### src/rtl/sync_fifo_v2_if.sv
// Producer/consumer handshake bundle for sync_fifo_v2.
// Carries overflow/underflow only when SYNC_FIFO_V2_ERR_EN is defined.
interface sync_fifo_v2_if #(
  parameter int unsigned WIDTH = 8,
  parameter int unsigned DEPTH = 4
);
  localparam int unsigned CW = $clog2(DEPTH + 1);

  logic             wr_en;
  logic [WIDTH-1:0] din;
  logic             rd_en;
  logic [WIDTH-1:0] dout;
  logic             full;
  logic             empty;
  logic             almost_full;
  logic             almost_empty;
  logic [CW-1:0]    count;
`ifdef SYNC_FIFO_V2_ERR_EN
  logic             overflow;
  logic             underflow;
`endif

  modport master (
    output wr_en, din, rd_en,
    input  dout, full, empty, almost_full, almost_empty, count
`ifdef SYNC_FIFO_V2_ERR_EN
    , input overflow, underflow
`endif
  );

  modport slave (
    input  wr_en, din, rd_en,
    output dout, full, empty, almost_full, almost_empty, count
`ifdef SYNC_FIFO_V2_ERR_EN
    , output overflow, underflow
`endif
  );
endinterface

### src/rtl/sync_fifo_v2.sv
// Single-clock FIFO, any DEPTH >= 2, registered read data, count-derived flags.
// Define SYNC_FIFO_V2_ERR_EN to add sticky overflow/underflow indicators.
module sync_fifo_v2 #(
  parameter int unsigned WIDTH    = 8,
  parameter int unsigned DEPTH    = 4,
  parameter int unsigned AF_LEVEL = 3,
  parameter int unsigned AE_LEVEL = 1
) (
  input logic           clk,
  input logic           rst_n,
  sync_fifo_v2_if.slave fifo_if
);
  localparam int unsigned CW = $clog2(DEPTH + 1);
  localparam int unsigned PW = (DEPTH > 1) ? $clog2(DEPTH) : 1;
  localparam logic [PW-1:0] LastPtr = PW'(DEPTH - 1);

  logic [WIDTH-1:0] mem_q [DEPTH];
  logic [PW-1:0]    wr_ptr_q, wr_ptr_d;
  logic [PW-1:0]    rd_ptr_q, rd_ptr_d;
  logic [CW-1:0]    count_q, count_d;
  logic [WIDTH-1:0] dout_q, dout_d;
  logic             full, empty;
  logic             wr_acc, rd_acc;

  assign full   = (count_q == CW'(DEPTH));
  assign empty  = (count_q == '0);
  // Acceptance uses the registered state, so an empty FIFO never bypasses din to dout.
  assign wr_acc = fifo_if.wr_en & ~full;
  assign rd_acc = fifo_if.rd_en & ~empty;

  always_comb begin
    wr_ptr_d = wr_ptr_q;
    rd_ptr_d = rd_ptr_q;
    count_d  = count_q;
    dout_d   = dout_q;
    if (wr_acc) begin
      wr_ptr_d = (wr_ptr_q == LastPtr) ? '0 : wr_ptr_q + 1'b1;
    end
    if (rd_acc) begin
      rd_ptr_d = (rd_ptr_q == LastPtr) ? '0 : rd_ptr_q + 1'b1;
      dout_d   = mem_q[rd_ptr_q];
    end
    case ({wr_acc, rd_acc})
      2'b10:   count_d = count_q + 1'b1;
      2'b01:   count_d = count_q - 1'b1;
      default: count_d = count_q;
    endcase
  end

  always_ff @(posedge clk or negedge rst_n) begin
    if (!rst_n) begin
      wr_ptr_q <= '0;
      rd_ptr_q <= '0;
      count_q  <= '0;
      dout_q   <= '0;
    end else begin
      wr_ptr_q <= wr_ptr_d;
      rd_ptr_q <= rd_ptr_d;
      count_q  <= count_d;
      dout_q   <= dout_d;
    end
  end

  // Storage is deliberately left unreset.
  always_ff @(posedge clk) begin
    if (wr_acc) begin
      mem_q[wr_ptr_q] <= fifo_if.din;
    end
  end

  assign fifo_if.dout         = dout_q;
  assign fifo_if.full         = full;
  assign fifo_if.empty        = empty;
  assign fifo_if.almost_full  = (count_q >= CW'(AF_LEVEL));
  assign fifo_if.almost_empty = (count_q <= CW'(AE_LEVEL));
  assign fifo_if.count        = count_q;

`ifdef SYNC_FIFO_V2_ERR_EN
  logic overflow_q, overflow_d;
  logic underflow_q, underflow_d;

  assign overflow_d  = overflow_q | (fifo_if.wr_en & full);
  assign underflow_d = underflow_q | (fifo_if.rd_en & empty);

  always_ff @(posedge clk or negedge rst_n) begin
    if (!rst_n) begin
      overflow_q  <= 1'b0;
      underflow_q <= 1'b0;
    end else begin
      overflow_q  <= overflow_d;
      underflow_q <= underflow_d;
    end
  end

  assign fifo_if.overflow  = overflow_q;
  assign fifo_if.underflow = underflow_q;
`else
  // Without error tracking, rejected requests are dropped with no record.
`endif

endmodule
### src/flat_wrapper.sv
// flat-port wrapper written by rule: the top's interface ports become plain ports
module sync_fifo_v2_flat 
#(
  parameter int unsigned WIDTH    = 8,
  parameter int unsigned DEPTH    = 4,
  parameter int unsigned AF_LEVEL = 3,
  parameter int unsigned AE_LEVEL = 1
)
  (clk, rst_n, fifo_if_wr_en, fifo_if_din, fifo_if_rd_en, fifo_if_dout, fifo_if_full, fifo_if_empty, fifo_if_almost_full, fifo_if_almost_empty, fifo_if_count);
  sync_fifo_v2_if #(.WIDTH(WIDTH), .DEPTH(DEPTH)) fifo_if_i ();
  input logic clk;
  input logic rst_n;
  input wire logic [$bits(fifo_if_i.wr_en)-1:0] fifo_if_wr_en;
  input wire logic [$bits(fifo_if_i.din)-1:0] fifo_if_din;
  input wire logic [$bits(fifo_if_i.rd_en)-1:0] fifo_if_rd_en;
  output wire logic [$bits(fifo_if_i.dout)-1:0] fifo_if_dout;
  output wire logic [$bits(fifo_if_i.full)-1:0] fifo_if_full;
  output wire logic [$bits(fifo_if_i.empty)-1:0] fifo_if_empty;
  output wire logic [$bits(fifo_if_i.almost_full)-1:0] fifo_if_almost_full;
  output wire logic [$bits(fifo_if_i.almost_empty)-1:0] fifo_if_almost_empty;
  output wire logic [$bits(fifo_if_i.count)-1:0] fifo_if_count;
  assign fifo_if_i.wr_en = fifo_if_wr_en;
  assign fifo_if_i.din = fifo_if_din;
  assign fifo_if_i.rd_en = fifo_if_rd_en;
  assign fifo_if_dout = fifo_if_i.dout;
  assign fifo_if_full = fifo_if_i.full;
  assign fifo_if_empty = fifo_if_i.empty;
  assign fifo_if_almost_full = fifo_if_i.almost_full;
  assign fifo_if_almost_empty = fifo_if_i.almost_empty;
  assign fifo_if_count = fifo_if_i.count;
  sync_fifo_v2 #(.WIDTH(WIDTH), .DEPTH(DEPTH), .AF_LEVEL(AF_LEVEL), .AE_LEVEL(AE_LEVEL)) u_core (.clk(clk), .rst_n(rst_n), .fifo_if(fifo_if_i));
endmodule
### config.mk
export PLATFORM = sky130hd
export DESIGN_NAME = sync_fifo_v2_flat
export DESIGN_NICKNAME = d
export VERILOG_FILES = /design/src/rtl/sync_fifo_v2_if.sv /design/src/rtl/sync_fifo_v2.sv /design/src/flat_wrapper.sv
export SDC_FILE = /design/constraint.sdc
export NUM_CORES = 1
export LEC_CHECK = 0
export ABC_AREA = 1
export ABC_CLOCK_PERIOD_IN_PS = 2600
export BUFFER_PORTS_ARGS = -buffer_cell sky130_fd_sc_hd__buf_2
export CAP_MARGIN = 20
export CORE_ASPECT_RATIO = 1.1
export CORE_MARGIN = 10
export CORE_UTILIZATION = 57
export DETAILED_ROUTE_END_ITERATION = 10
export GPL_ROUTABILITY_DRIVEN = 0
export PLACE_DENSITY = 0.9
export SLEW_MARGIN = 30
export SYNTH_ARGS = -nofsm -noshare
export SYNTH_HDL_FRONTEND = slang
export SYNTH_SLANG_ARGS = --single-unit
### constraint.sdc
create_clock -name clk -period 2.6 [get_ports clk]
set_input_delay 0.39 -clock clk [delete_from_list [all_inputs] [get_ports clk]]
set_output_delay 0.39 -clock clk [all_outputs]
set_load 0.01 [all_outputs]
Word level (Yosys, flattened, before mapping)
Memory sizes are Yosys's and may differ from the RTL's. A register that Yosys moved wholly into a read port is not among the register bits.
Cells that the tools add are included.

cells by class
  eq/ne operators = 5
  order comparisons = 2
  reductions and logical operators = 3
  muxes and demuxes = 5
  bitwise operators = 4
  $add $sub $neg = 4

operators by type and width
  kind                                                                                  number
  2-bit == test (second input constant)                                                 3
  3-bit one-hot mux with 2 select lines                                                 1
  2-bit by 1-bit adder with 2-bit output (second input constant)                        2
  2-bit two-way mux                                                                     2
  3-bit by 1-bit adder with 3-bit output (second input constant)                        1
  3-bit == test (second input constant)                                                 1
  3-bit by 2-bit greater-or-equal comparator with 1-bit output (second input constant)  1
  3-bit by 1-bit less-or-equal comparator with 1-bit output (second input constant)     1
  3-bit zero test                                                                       1
  3-bit by 1-bit subtractor with 3-bit output (second input constant)                   1
  1-bit bitwise AND                                                                     2
  2-bit by 1-bit == test with 1-bit output (second input constant)                      1
  1-bit two-way mux                                                                     2
  1-bit NOT                                                                             2
  2-bit nonzero test                                                                    1
  1-bit zero test                                                                       1

storage, ports and cells
  output and inout bits = 15
  register bits after elaboration = 7
  memories kept = 1
  logic and storage cells = 27
  RAM bits = 32

memory list
  name          depth  bits a word  rd ports  clocked after memory_dff  write ports  line                text
  u_core.mem_q  4      8            1         1                         1            sync_fifo_v2.sv:17  logic [WIDTH-1:0] mem_q [DEPTH];

Longest topological paths before layout
Gate-level depths: netlist of the first run.

  depth after elaboration = 5
  mapped depth = 13
  depth with buffers taken out = 12

Worst setup path after synthesis of the first run
No wires, ideal clock.

  kind = flip-flop to flip-flop
  start = reg u_core.count_q[0], in the netlist u_core.fifo_if.count[0]
  end = reg u_core.count_q[2], in the netlist u_core.fifo_if.count[2]
  cell stages (with the launch flop) = 13
  data arrival time = 1.741 ns
  period minus slack after synthesis = 1.854 ns
  setup slack = 0.746 ns
  data required time = 2.487 ns
  cell sequence = dfrtp_1 > inv_1 > ha_1 > inv_1 > o21ai_4 > inv_4 > buf_6 > ha_1 > inv_1 > o21ai_0 > nand2_1 > nand2_1 > inv_1

between the ends
  word-level cells in the longest chain between the ends = 5

ends and longest elaborated chain
  item                                                                                line                text
  start: declaration                                                                  sync_fifo_v2.sv:20  logic [CW-1:0] count_q, count_d;
  start signal: assignment                                                            sync_fifo_v2.sv:59  count_q <= count_d;
  3-bit zero test (*)                                                                 sync_fifo_v2.sv:26  assign empty = (count_q == '0);
  1-bit NOT (*)                                                                       sync_fifo_v2.sv:29  assign rd_acc = fifo_if.rd_en & ~empty;
  1-bit bitwise AND (*)                                                               sync_fifo_v2.sv:29
  named net u_core.rd_acc                                                             sync_fifo_v2.sv:23  logic wr_acc, rd_acc;
  2-bit by 1-bit == test with 1-bit output / 2-bit == test (equally long branches)    sync_fifo_v2.sv:43  case ({wr_acc, rd_acc})
  3-bit one-hot mux with 2 select lines / 2-bit nonzero test (equally long branches)  n/a

The timed path passes the listed nets; every way through them passes the cells marked *.
A chain may end at the register's enable or synchronous reset.

Final worst setup path of the first run
  start = reg u_core.count_q[1], in the netlist u_core.fifo_if.count[1]
  end = reg u_core.count_q[2], in the netlist u_core.fifo_if.count[2]

between the ends
  word-level cells in the longest chain between the ends = 5

ends and longest elaborated chain
  item                                                                                line
  3-bit == test / 3-bit zero test (equally long branches)                             sync_fifo_v2.sv:25, sync_fifo_v2.sv:26
  1-bit NOT (on tied branches)                                                        sync_fifo_v2.sv:28, sync_fifo_v2.sv:29
  1-bit bitwise AND (on tied branches)                                                sync_fifo_v2.sv:28, sync_fifo_v2.sv:29
  2-bit by 1-bit == test with 1-bit output / 2-bit == test (equally long branches)    sync_fifo_v2.sv:43
  3-bit one-hot mux with 2 select lines / 2-bit nonzero test (equally long branches)  n/a

Several ways; a longest one is shown, not always the timed one.

==> out/summary.txt, run 1 <==
WL met1 -> 1590 microns
Synth cell count leaders -> nand2_1, inv_1, edfxtp_1
Worst-margin pin slew -> 0.661 ns
Cell Area, Placed -> 2350 sq um
CP Class -> reg2reg
Pwr Density -> 1070 nW/um^2
Setup Viol. Count Final -> 0
First-pass GRT wire length -> 6980 microns
Top-Level Pins -> 27
Initial antenna violation count -> 0
Vias/cell -> 4.84
EDFF count, synth -> 32
Post-synthesis mux area share -> 0%
Clock Skew -> 0.00605 ns
Warnings from Yosys -> 0
Inserted Clock Buffers -> 5
Post-DP HPWL -> 2830 microns
CTS tree -> built
Area Growth Syn to Fin -> 12.6%
Mean area per synthesized cell -> 9.75 sq um
# nets final -> 277
Resized Gates After CTS -> 0
Clk Latency, worst-skew pair -> 0.30 ns
FFs w/ async S/R, synth -> 31.9%
Final Core Density -> 67.0%
Hold-fix buffers, CTS -> 1
Most numerous cell in the Yosys netlist -> nand2_1
Endpoints failing hold -> 0
Largest family of logic cells by synthesized area -> simple AND/OR/NAND/NOR gates
Post-Syn Area -> 2170 sq um
Adder-cell share of the synthesized area -> 5.75%
Mapped Cells -> 223
Antenna-violating nets left -> 0
DR iter-0 viols -> 99
Clk root buf -> clkbuf_8
Leakage -> 0.00124 uW
Via count -> 1481
Min-Delay Path Class -> in2reg
Worst-path maximum fanout -> 13
Fmax -> 0.492 GHz
Req. time, crit path -> 2.80 ns
Setup TNS Final -> 0 ns
Clock sink count -> 47
Post-Synth Simple-Gate Area -> 18.4%
Drt wl/cell -> 13.0 microns
Die area -> 6690 sq um
Number of synthesized register bits -> 47
Drt drc -> 0
Setup crit end kind -> flip-flop
N_diodes -> 0
Gr ovfl total -> 0
Main synth FF type -> edfxtp_1
Crit path DAT -> 2.24 ns
Clock slew at reported path FFs -> 0.08 ns
Chip height -> 84.8 microns
Row cnt -> 23
Synth area leader -> edfxtp_1
Met2 WL -> 2050 microns
Outcome -> finished clean
Crit share post-route -> 78.2%
Peak supply drop -> 0.502 mV
Largest net degree at the start of global routing -> 20
Port Buffers -> 26
Largest cells by area after synthesis -> edfxtp_1, dfrtp_1, nand2_1, inv_1, ha_1
Ratio of cells with drive above 1 in the final layout -> 16.8%
Routed wire length -> 3980 microns
Yosys top cell area share -> 44.2%
Tmin final -> 2.03 ns
Xor/xnor share of the synthesized area -> 0.806%
Seq/Total Area, Yosys -> 61.4%
Max_cap viols -> 0
RSZ-0062 raised after global routing -> no
Worst Setup Start Kind -> flip-flop
GRT Overall Usage -> 13.1%
Synth Net Count -> 245
Max_slew headroom -> 56.0%
H-tree depth -> 2
Met3 WL -> 264 microns
Count of cell types in the netlist -> 18
First-pass DRT Iterations -> 4
Setup Fix Bufs, Post-CTS -> 0
Final Max Tran Viols -> 0
Initial core utilization -> 59.5%
Top layer in use -> met4
Horiz. Die Dim -> 78.9 microns
Clock Path Buffers -> 2
Final instance area -> 2450 sq um
Core Footprint -> 3650 sq um
Synth Area in Compound Gates -> 2.76%
Number of global-route vias before repair -> 1566
## critical path: stages, from the launching register on
cell,delay (ns)
dfrtp_1,0.43
inv_1,0.12
ha_1,0.17
inv_1,0.08
o21ai_4,0.27
inv_4,0.12
ha_1,0.37
inv_1,0.08
o21ai_0,0.09
nand2_1,0.08
nand2_1,0.08
inv_1,0.04
## cell usage in the layout (no fill, tap or decap), types with 2 or more instances in the layout
cell	n
a21oi_1	3
buf_2	26
buf_4	4
clkbuf_8	5
clkinvlp_4	2
dfrtp_1	15
edfxtp_1	32
ha_1	10
inv_1	46
inv_4	2
nand2_1	73
nand3_1	17
nor2_1	9
o21ai_0	4
xnor2_1	2
## through the flow
| step | cells | total power, uW | hold WS [ns] | setup slack, ns |
|---|---|---|---|---|
| 6_report | 306 | 2630 | 0.293 | 0.568 |
| 5_1_grt | 306 | 2860 | 0.284 | 0.355 |
| 4_1_cts | 306 | 2650 | 0.290 | 0.601 |
| 3_5_place_dp | 297 | 2210 | 0.307 | 0.621 |
| 3_3_place_gp | 297 | 2150 | 0.305 | 0.743 |
| 2_1_floorplan | 223 | 1900 | 0.0944 | 0.746 |
## power breakdown
group / internal, uW / switching, uW / leakage (uW) / total (uW)
sequential: 1020 / 174 / 0.000472 / 1200
combinational: 378 / 624 / 0.000724 / 1000
clock: 187 / 242 / 0.0000402 / 429
total: 1590 / 1040 / 0.00124 / 2630
## layout make-up
class	instances	area, sq um
clock inverters	3	20.0
fillers	284	1210
flip-flops and latches	47	1340
well taps	50	62.6
repair buffers	31	170
multi-input cells	121	602
clock buffers	5	68.8
inverters	49	189
## kinds of logic (layout without fill, tap and decap cells)
kind of cell	after synthesis	in the layout
AND/OR/NAND/NOR	100	100
flip-flops	47	47
adder cells (fa/ha/maj)	10	10
AO/OA/AOI/OAI	9	9
XOR/XNOR	2	2
buffers and inverters	55	88
## per-layer routing
layer,track usage (%),vias to the layer above
met2,22.5,41
met5,0,-
li1,-,749
met3,4.37,7
met1,14.4,684
met4,5.38,0
## state kept, by name, indices dropped and copies added, names as in the netlist
name and flops:
u_core.wr_ptr_q 2, u_core.mem_q 32, u_core.fifo_if.dout 8, u_core.rd_ptr_q 2, u_core.fifo_if.count 3
## worst paths after layout
path	startpoint	endpoint	slack [ns]	depth (start not counted)
max	u_core.fifo_if.count[1]	u_core.fifo_if.count[2]	0.57	11
min	fifo_if_din[7]	u_core.mem_q[0][7]	0.29	1
min in group asynchronous	rst_n	u_core.fifo_if.dout[4]	0.52	2
max in group asynchronous	rst_n	u_core.fifo_if.dout[3]	1.84	2
max reg2reg	u_core.fifo_if.count[1]	u_core.fifo_if.count[2]	0.57	11
min reg2reg	u_core.fifo_if.dout[5]	u_core.fifo_if.dout[5]	0.48	2
(Power assumes the default switching activity.)
==> run 2: changes to the inputs <==
--- a/config.mk
+++ b/config.mk
@@ -6,7 +6,7 @@
 export NUM_CORES = 1
 export LEC_CHECK = 0
 export ABC_AREA = 1
-export ABC_CLOCK_PERIOD_IN_PS = 2600
+export ABC_CLOCK_PERIOD_IN_PS = 2100
 export BUFFER_PORTS_ARGS = -buffer_cell sky130_fd_sc_hd__buf_2
 export CAP_MARGIN = 20
 export CORE_ASPECT_RATIO = 1.1
==> constraint.sdc (replaced) <==
create_clock -name clk -period 2.1 [get_ports clk]
set_input_delay 0.315 -clock clk [delete_from_list [all_inputs] [get_ports clk]]
set_output_delay 0.315 -clock clk [all_outputs]
set_load 0.01 [all_outputs]
==> run 2 against run 1 <==
Against the previous run: maximum frequency rose by 14%; clock-buffer cell count up 1; final cell count is 0.33% higher; design area increased by 0.15%; clock power up 21%; non-clock buffer count grew 1; wire length decreased by 4.2%; core utilization increased by 0.10 points; worst hold slack lost 0.069 ns; die area is the same; largest cell class unchanged; register-to-register slack got worse by 0.26 ns.
==> out/summary.txt, run 2 (same netlist as run 1, synthesis figures left out) <==
Resized Gates After CTS -> 0 (unchanged)
Top cell by count, worst path -> inv_1
Max_cap viols -> 0 (unchanged)
Hold Path Cell Cnt -> 1 (unchanged)
Core Footprint -> 3650 sq um (unchanged)
Most common cell after layout, fill and taps aside -> nand2_1
N_diodes -> 0 (unchanged)
Final Max Tran Viols -> 0 (unchanged)
Setup WS pre-CTS -> 0.304 ns (-0.317 ns)
Clk root buf -> clkbuf_8
DR iter-0 viols -> 86 (-13%)
CP cell instances -> inv_1 -> ha_1 -> inv_1 -> o21ai_4 -> inv_4 -> ha_1 -> inv_1 -> o21ai_0 -> nand2_1 -> nand2_1 -> inv_1
H-tree depth -> 2 (unchanged)
Worst-margin pin slew -> 0.656 ns (-0.00493 ns)
Initial antenna violation count -> 0 (unchanged)
Via count -> 1438 (-2.9%)
Number of global-route vias before repair -> 1440 (-8.0%)
CTS tree -> built
Horiz. Die Dim -> 78.9 microns (unchanged)
Area Growth Syn to Fin -> 12.8%
Endpoints failing hold -> 0 (unchanged)
Row cnt -> 23 (unchanged)
Slowest stage delay, CP -> 0.42 ns (about the same)
Crit share post-route -> 85.2% (+7.0 points)
Worst Setup Start Kind -> flip-flop
GRT Max-Usage Layer -> met2
Worst path slowest cell -> dfrtp_1
Clock Path Buffers -> 2 (unchanged)
Antenna-violating nets left -> 0 (unchanged)
First-pass GRT wire length -> 6410 microns (-8.2%)
Crit. path cell count -> 11 (unchanged)
Most frequent cells in the layout -> nand2_1, inv_1, edfxtp_1, buf_2, nand3_1
Clk Latency, worst-skew pair -> 0.30 ns (about the same)
Reg-to-reg setup timing slack -> 0.31 ns (-0.26 ns)
Drt wl/cell -> 12.4 microns (-4.6%)
Clock sink count -> 47 (unchanged)
Chip height -> 84.8 microns (unchanged)
Setup TNS Final -> 0 ns (unchanged)
Tmin final -> 1.79 ns (-0.243 ns)
Port Buffers -> 26 (unchanged)
Initial core utilization -> 59.5% (unchanged)
Clock slew at reported path FFs -> 0.08 ns (about the same)
Ratio of cells with drive above 1 in the final layout -> 16.7% (-0.065 points)
Clock Skew -> 0.00241 ns (-0.00365 ns)
Peak supply drop -> 0.631 mV (+26%)
Setup crit end kind -> flip-flop
PnR worst setup slack -> 0.311 ns (-0.257 ns)
Drt drc -> 0 (unchanged)
Vias/cell -> 4.68 (-3.2%)
CP Class -> reg2reg
Delay-heaviest family, CP -> adder cells
Gr ovfl total -> 0 (unchanged)
R2R cell count -> 11 (unchanged)
First-pass DRT Iterations -> 4 (unchanged)
RSZ-0062 raised after global routing -> no
Routed wire length -> 3810 microns (-4.2%)
Hold WS -> 0.224 ns (-0.0689 ns)
Outcome -> finished clean
Pwr Density -> 1310 nW/um^2 (+22%)
GRT Overall Usage -> 11.9% (-1.2 points)
Global-route track usage on met3 -> 2.88% (-1.5 points)
M2 GR Usage -> 20.7% (-1.8 points)
Reg with most FFs -> u_core.mem_q
Top-Level Pins -> 27 (unchanged)
Setup Fix Bufs, Post-CTS -> 0 (unchanged)
Grt met1 use -> 13.2% (-1.2 points)
Crit path DAT -> 1.99 ns (-0.25 ns)
Leakage -> 0.00124 uW (+0.47%)
Buf/Inv on CP -> 5 (unchanged)
Post-DP HPWL -> 2760 microns (-2.4%)
Max_slew headroom -> 56.3% (+0.33 points)
Max reg flops -> 32 (unchanged)
Inserted Clock Buffers -> 5 (unchanged)
Setup Viol. Count Final -> 0 (unchanged)
Min-Delay Path Class -> in2reg
# nets final -> 278 (+0.36%)
Die area -> 6690 sq um (unchanged)
Req. time, crit path -> 2.30 ns (-0.50 ns)
Fmax -> 0.559 GHz (+14%)
Largest net degree at the start of global routing -> 20 (unchanged)
Worst-path maximum fanout -> 13 (unchanged)
[run 2: timing repair]
item	CTS	global route
endpoints found under the setup margin	0	0
hold buffers	1	0
hold endpoints to repair	15	0
[run 2: worst reg2reg max path: cells and delay by family, from the launching register on]
family,cells,cell delay (ns)
flip-flops,1,0.42
AO/OA/AOI/OAI,2,0.24
adder cells (fa/ha/maj),2,0.52
buffers and inverters,5,0.38
AND/OR/NAND/NOR,2,0.13
[run 2: where the power goes]
group / internal (uW) / switching [uW]
registers: 1270 / 205
logic: 467 / 747
clock network: 233 / 286
total: 1970 / 1240
[run 2: routing by layer]
layer  up-vias  part of all wire, %
met4         0                  2.3
li1        747                    -
met3         7                  5.3
met1       651                   42
met2        33                   50
met5         -                    0
[run 2: metrics by stage]
step	utilization (%)	power, uW	cell area, sq um	cells
after CTS	67.1	3240	2450	307
after global placement	64.5	2680	2360	298
after detailed placement	64.5	2720	2360	298
final	67.1	3200	2450	307
after global routing	67.1	3510	2450	307
after floorplan	-	2350	2170	223
[run 2: final timing paths]
| check | from | end |
|---|---|---|
| worst min-delay path | fifo_if_din[3] | u_core.mem_q[2][3] |
| max in group asynchronous | rst_n | u_core.fifo_if.dout[2] |
| worst max register to register | u_core.fifo_if.count[0] | u_core.fifo_if.count[2] |
| min in group asynchronous | rst_n | u_core.fifo_if.count[1] |
| worst min register to register | u_core.fifo_if.dout[0] | u_core.fifo_if.dout[0] |
| worst max-delay path | u_core.fifo_if.count[0] | u_core.fifo_if.count[2] |
[run 2: cell type report]
class	instances	area, sq um
Inverter	49	189
Fill cell	285	1200
Tap cell	50	62.6
Sequential cell	47	1340
Multi-Input combinational cell	121	602
Clock buffer	6	72.6
Timing Repair Buffer	32	178
Clock inverter	2	12.5
==> run 3: changes to the inputs <==
--- a/config.mk
+++ b/config.mk
@@ -12,10 +12,12 @@
 export CORE_ASPECT_RATIO = 1.1
 export CORE_MARGIN = 10
 export CORE_UTILIZATION = 57
+export CTS_BUF_LIST = sky130_fd_sc_hd__clkbuf_8 sky130_fd_sc_hd__clkbuf_16
 export DETAILED_ROUTE_END_ITERATION = 10
 export GPL_ROUTABILITY_DRIVEN = 0
-export PLACE_DENSITY = 0.9
+export PLACE_DENSITY = 0.79
 export SLEW_MARGIN = 30
 export SYNTH_ARGS = -nofsm -noshare
 export SYNTH_HDL_FRONTEND = slang
 export SYNTH_SLANG_ARGS = --single-unit
+export TNS_END_PERCENT = 30
==> run 3 against run 2 <==
Against the previous run: core utilization about the same; clock power barely moved; register-to-register slack got worse by 0.04 ns; setup slack worse by 0.035 ns; combinational power about the same; critical endpoint unchanged; final cell count unchanged; non-clock buffer count did not move; highest routed layer unchanged; maximum frequency down 1.9%; first-iteration DRC count decreased by 1.2%; critical path depth unchanged; worst hold slack worse by 0.0012 ns.
==> out/summary.txt, run 3 (same netlist as run 1, synthesis figures left out) <==
RSZ-0062 raised after global routing -> no
Slowest stage delay, CP -> 0.42 ns (about the same)
Tmin final -> 1.82 ns (+0.0354 ns)
Clock slew at reported path FFs -> 0.08 ns (about the same)
Resized Gates After CTS -> 0 (unchanged)
Initial core utilization -> 59.5% (unchanged)
Hold-fix buffers, CTS -> 1 (unchanged)
GRT Overall Usage -> 13.1% (+1.2 points)
Top-Level Pins -> 27 (unchanged)
First-pass DRT Iterations -> 4 (unchanged)
Max reg flops -> 32 (unchanged)
Setup WS pre-CTS -> 0.291 ns (-0.0124 ns)
Delay-heaviest family, CP -> adder cells
Clock Path Buffers -> 2 (unchanged)
Number of global-route vias before repair -> 1478 (+2.6%)
Clk Latency, worst-skew pair -> 0.30 ns (about the same)
Setup crit end kind -> flip-flop
Area Growth Syn to Fin -> 12.7% (about the same)
Most common cell after layout, fill and taps aside -> nand2_1
Fmax -> 0.548 GHz (-1.9%)
Clk root buf -> clkbuf_8
Pwr Density -> 1320 nW/um^2 (+0.84%)
Setup Fix Bufs, Post-CTS -> 0 (unchanged)
Initial antenna violation count -> 0 (unchanged)
Reg with most FFs -> u_core.mem_q
H-tree depth -> 2 (unchanged)
Finished Layout Cells -> 307 (unchanged)
Drt wl/cell -> 13.1 microns (+5.7%)
CP cell instances -> inv_1 -> ha_1 -> inv_1 -> o21ai_4 -> inv_4 -> ha_1 -> inv_1 -> o21ai_0 -> nand2_1 -> nand2_1 -> inv_1
Gr ovfl total -> 0 (unchanged)
Horiz. Die Dim -> 78.9 microns (unchanged)
Post-DP HPWL -> 2880 microns (+4.3%)
Die area -> 6690 sq um (unchanged)
Row cnt -> 23 (unchanged)
Worst-margin pin slew -> 0.680 ns (+0.0247 ns)
# nets final -> 278 (unchanged)
Max_cap viols -> 0 (unchanged)
Ratio of cells with drive above 1 in the final layout -> 16.3% (-0.39 points)
Fill count -> 288 (+1.1%)
Antenna-violating nets left -> 0 (unchanged)
Worst Setup Start Kind -> flip-flop
Worst-path maximum fanout -> 13 (unchanged)
First-pass GRT wire length -> 6820 microns (+6.5%)
Outcome -> finished clean
Most frequent cells in the layout -> nand2_1, inv_1, edfxtp_1, buf_2, nand3_1
Final Max Tran Viols -> 0 (unchanged)
Drt drc -> 0 (unchanged)
Max_slew headroom -> 54.6% (-1.6 points)
Min-Delay Path Class -> in2reg
Top cell by count, worst path -> inv_1
Clock sink count -> 47 (unchanged)
Worst path slowest cell -> dfrtp_1
Routed wire length -> 4030 microns (+5.7%)
DP Cell Count -> 298 (unchanged)
Setup TNS Final -> 0 ns (unchanged)
PnR worst setup slack -> 0.275 ns (-0.0354 ns)
Core Footprint -> 3650 sq um (unchanged)
Crit share post-route -> 86.9% (+1.7 points)
Chip height -> 84.8 microns (unchanged)
Clock Skew -> 0.0102 ns (+0.00780 ns)
Via count -> 1459 (+1.5%)
Leakage -> 0.00124 uW (-0.16%)
Crit path DAT -> 2.03 ns (+0.04 ns)
CTS tree -> built
Vias/cell -> 4.75 (+1.5%)
Endpoints failing hold -> 0 (unchanged)
CP Class -> reg2reg
Port Buffers -> 26 (unchanged)
Peak supply drop -> 0.673 mV (+6.6%)
Largest net degree at the start of global routing -> 20 (unchanged)
Req. time, crit path -> 2.30 ns (about the same)
DR iter-0 viols -> 85 (-1.2%)
Setup Viol. Count Final -> 0 (unchanged)
Buf/Inv on CP -> 5 (unchanged)
Inserted Clock Buffers -> 5 (unchanged)
N_diodes -> 0 (unchanged)
[run 3: cell count changes in the layout (fill, tap and decap cells not counted)]
cell      delta
clkbuf_1     -1
clkinv_1     +2
clkinv_2     -1
[run 3: path summary, 6_finish.rpt]
check | startpoint | end | slack, ns | depth (start not counted)
max | u_core.fifo_if.count[1] | u_core.fifo_if.count[2] | 0.28 | 11
min reg2reg | u_core.fifo_if.dout[5] | u_core.fifo_if.dout[5] | 0.48 | 2
max in group asynchronous | rst_n | u_core.wr_ptr_q[1] | 1.40 | 2
min | fifo_if_din[2] | u_core.mem_q[3][2] | 0.22 | 1
min in group asynchronous | rst_n | u_core.fifo_if.dout[7] | 0.43 | 2
max reg2reg | u_core.fifo_if.count[1] | u_core.fifo_if.count[2] | 0.28 | 11
[run 3: where the power goes]
group	total, uW	internal [uW]	switching [uW]
registers	1480	1270	210
clock network	517	226	291
logic	1240	470	766
[run 3: final cells by class]
class | count | area [sq um] | area share, %
Clock buffer | 5 | 68.8 | 2.81
Tap cell | 50 | 62.6 | 2.55
Inverter | 49 | 189 | 7.71
Clock inverter | 3 | 15.0 | 0.613
Timing Repair Buffer | 32 | 178 | 7.25
Multi-Input combinational cell | 121 | 602 | 24.6
Sequential cell | 47 | 1340 | 54.5
[run 3: worst register-to-register path, stage by stage, from the launching register on]
cell and delay, ns:
dfrtp_1 0.42, inv_1 0.12, ha_1 0.17, inv_1 0.07, o21ai_4 0.16, inv_4 0.09
ha_1 0.35, inv_1 0.07, o21ai_0 0.09, nand2_1 0.09, nand2_1 0.06, inv_1 0.03
[run 3: metrics by stage]
step | power, uW | hold slack [ns] | utilization, % | area (sq um)
floorplan | 2350 | 0.0194 | - | 2170
global placement | 2690 | 0.236 | 64.5 | 2360
detailed placement | 2750 | 0.242 | 64.5 | 2360
CTS | 3270 | 0.215 | 67.1 | 2450
global route | 3550 | 0.216 | 67.1 | 2450
finish | 3230 | 0.223 | 67.1 | 2450
[run 3: metal layers]
layer | wire, microns | global-route usage [%]
met5 | 0 | 0
met4 | 47 | 6.04
met3 | 233 | 4.26
met2 | 1940 | 22.0
met1 | 1810 | 14.7
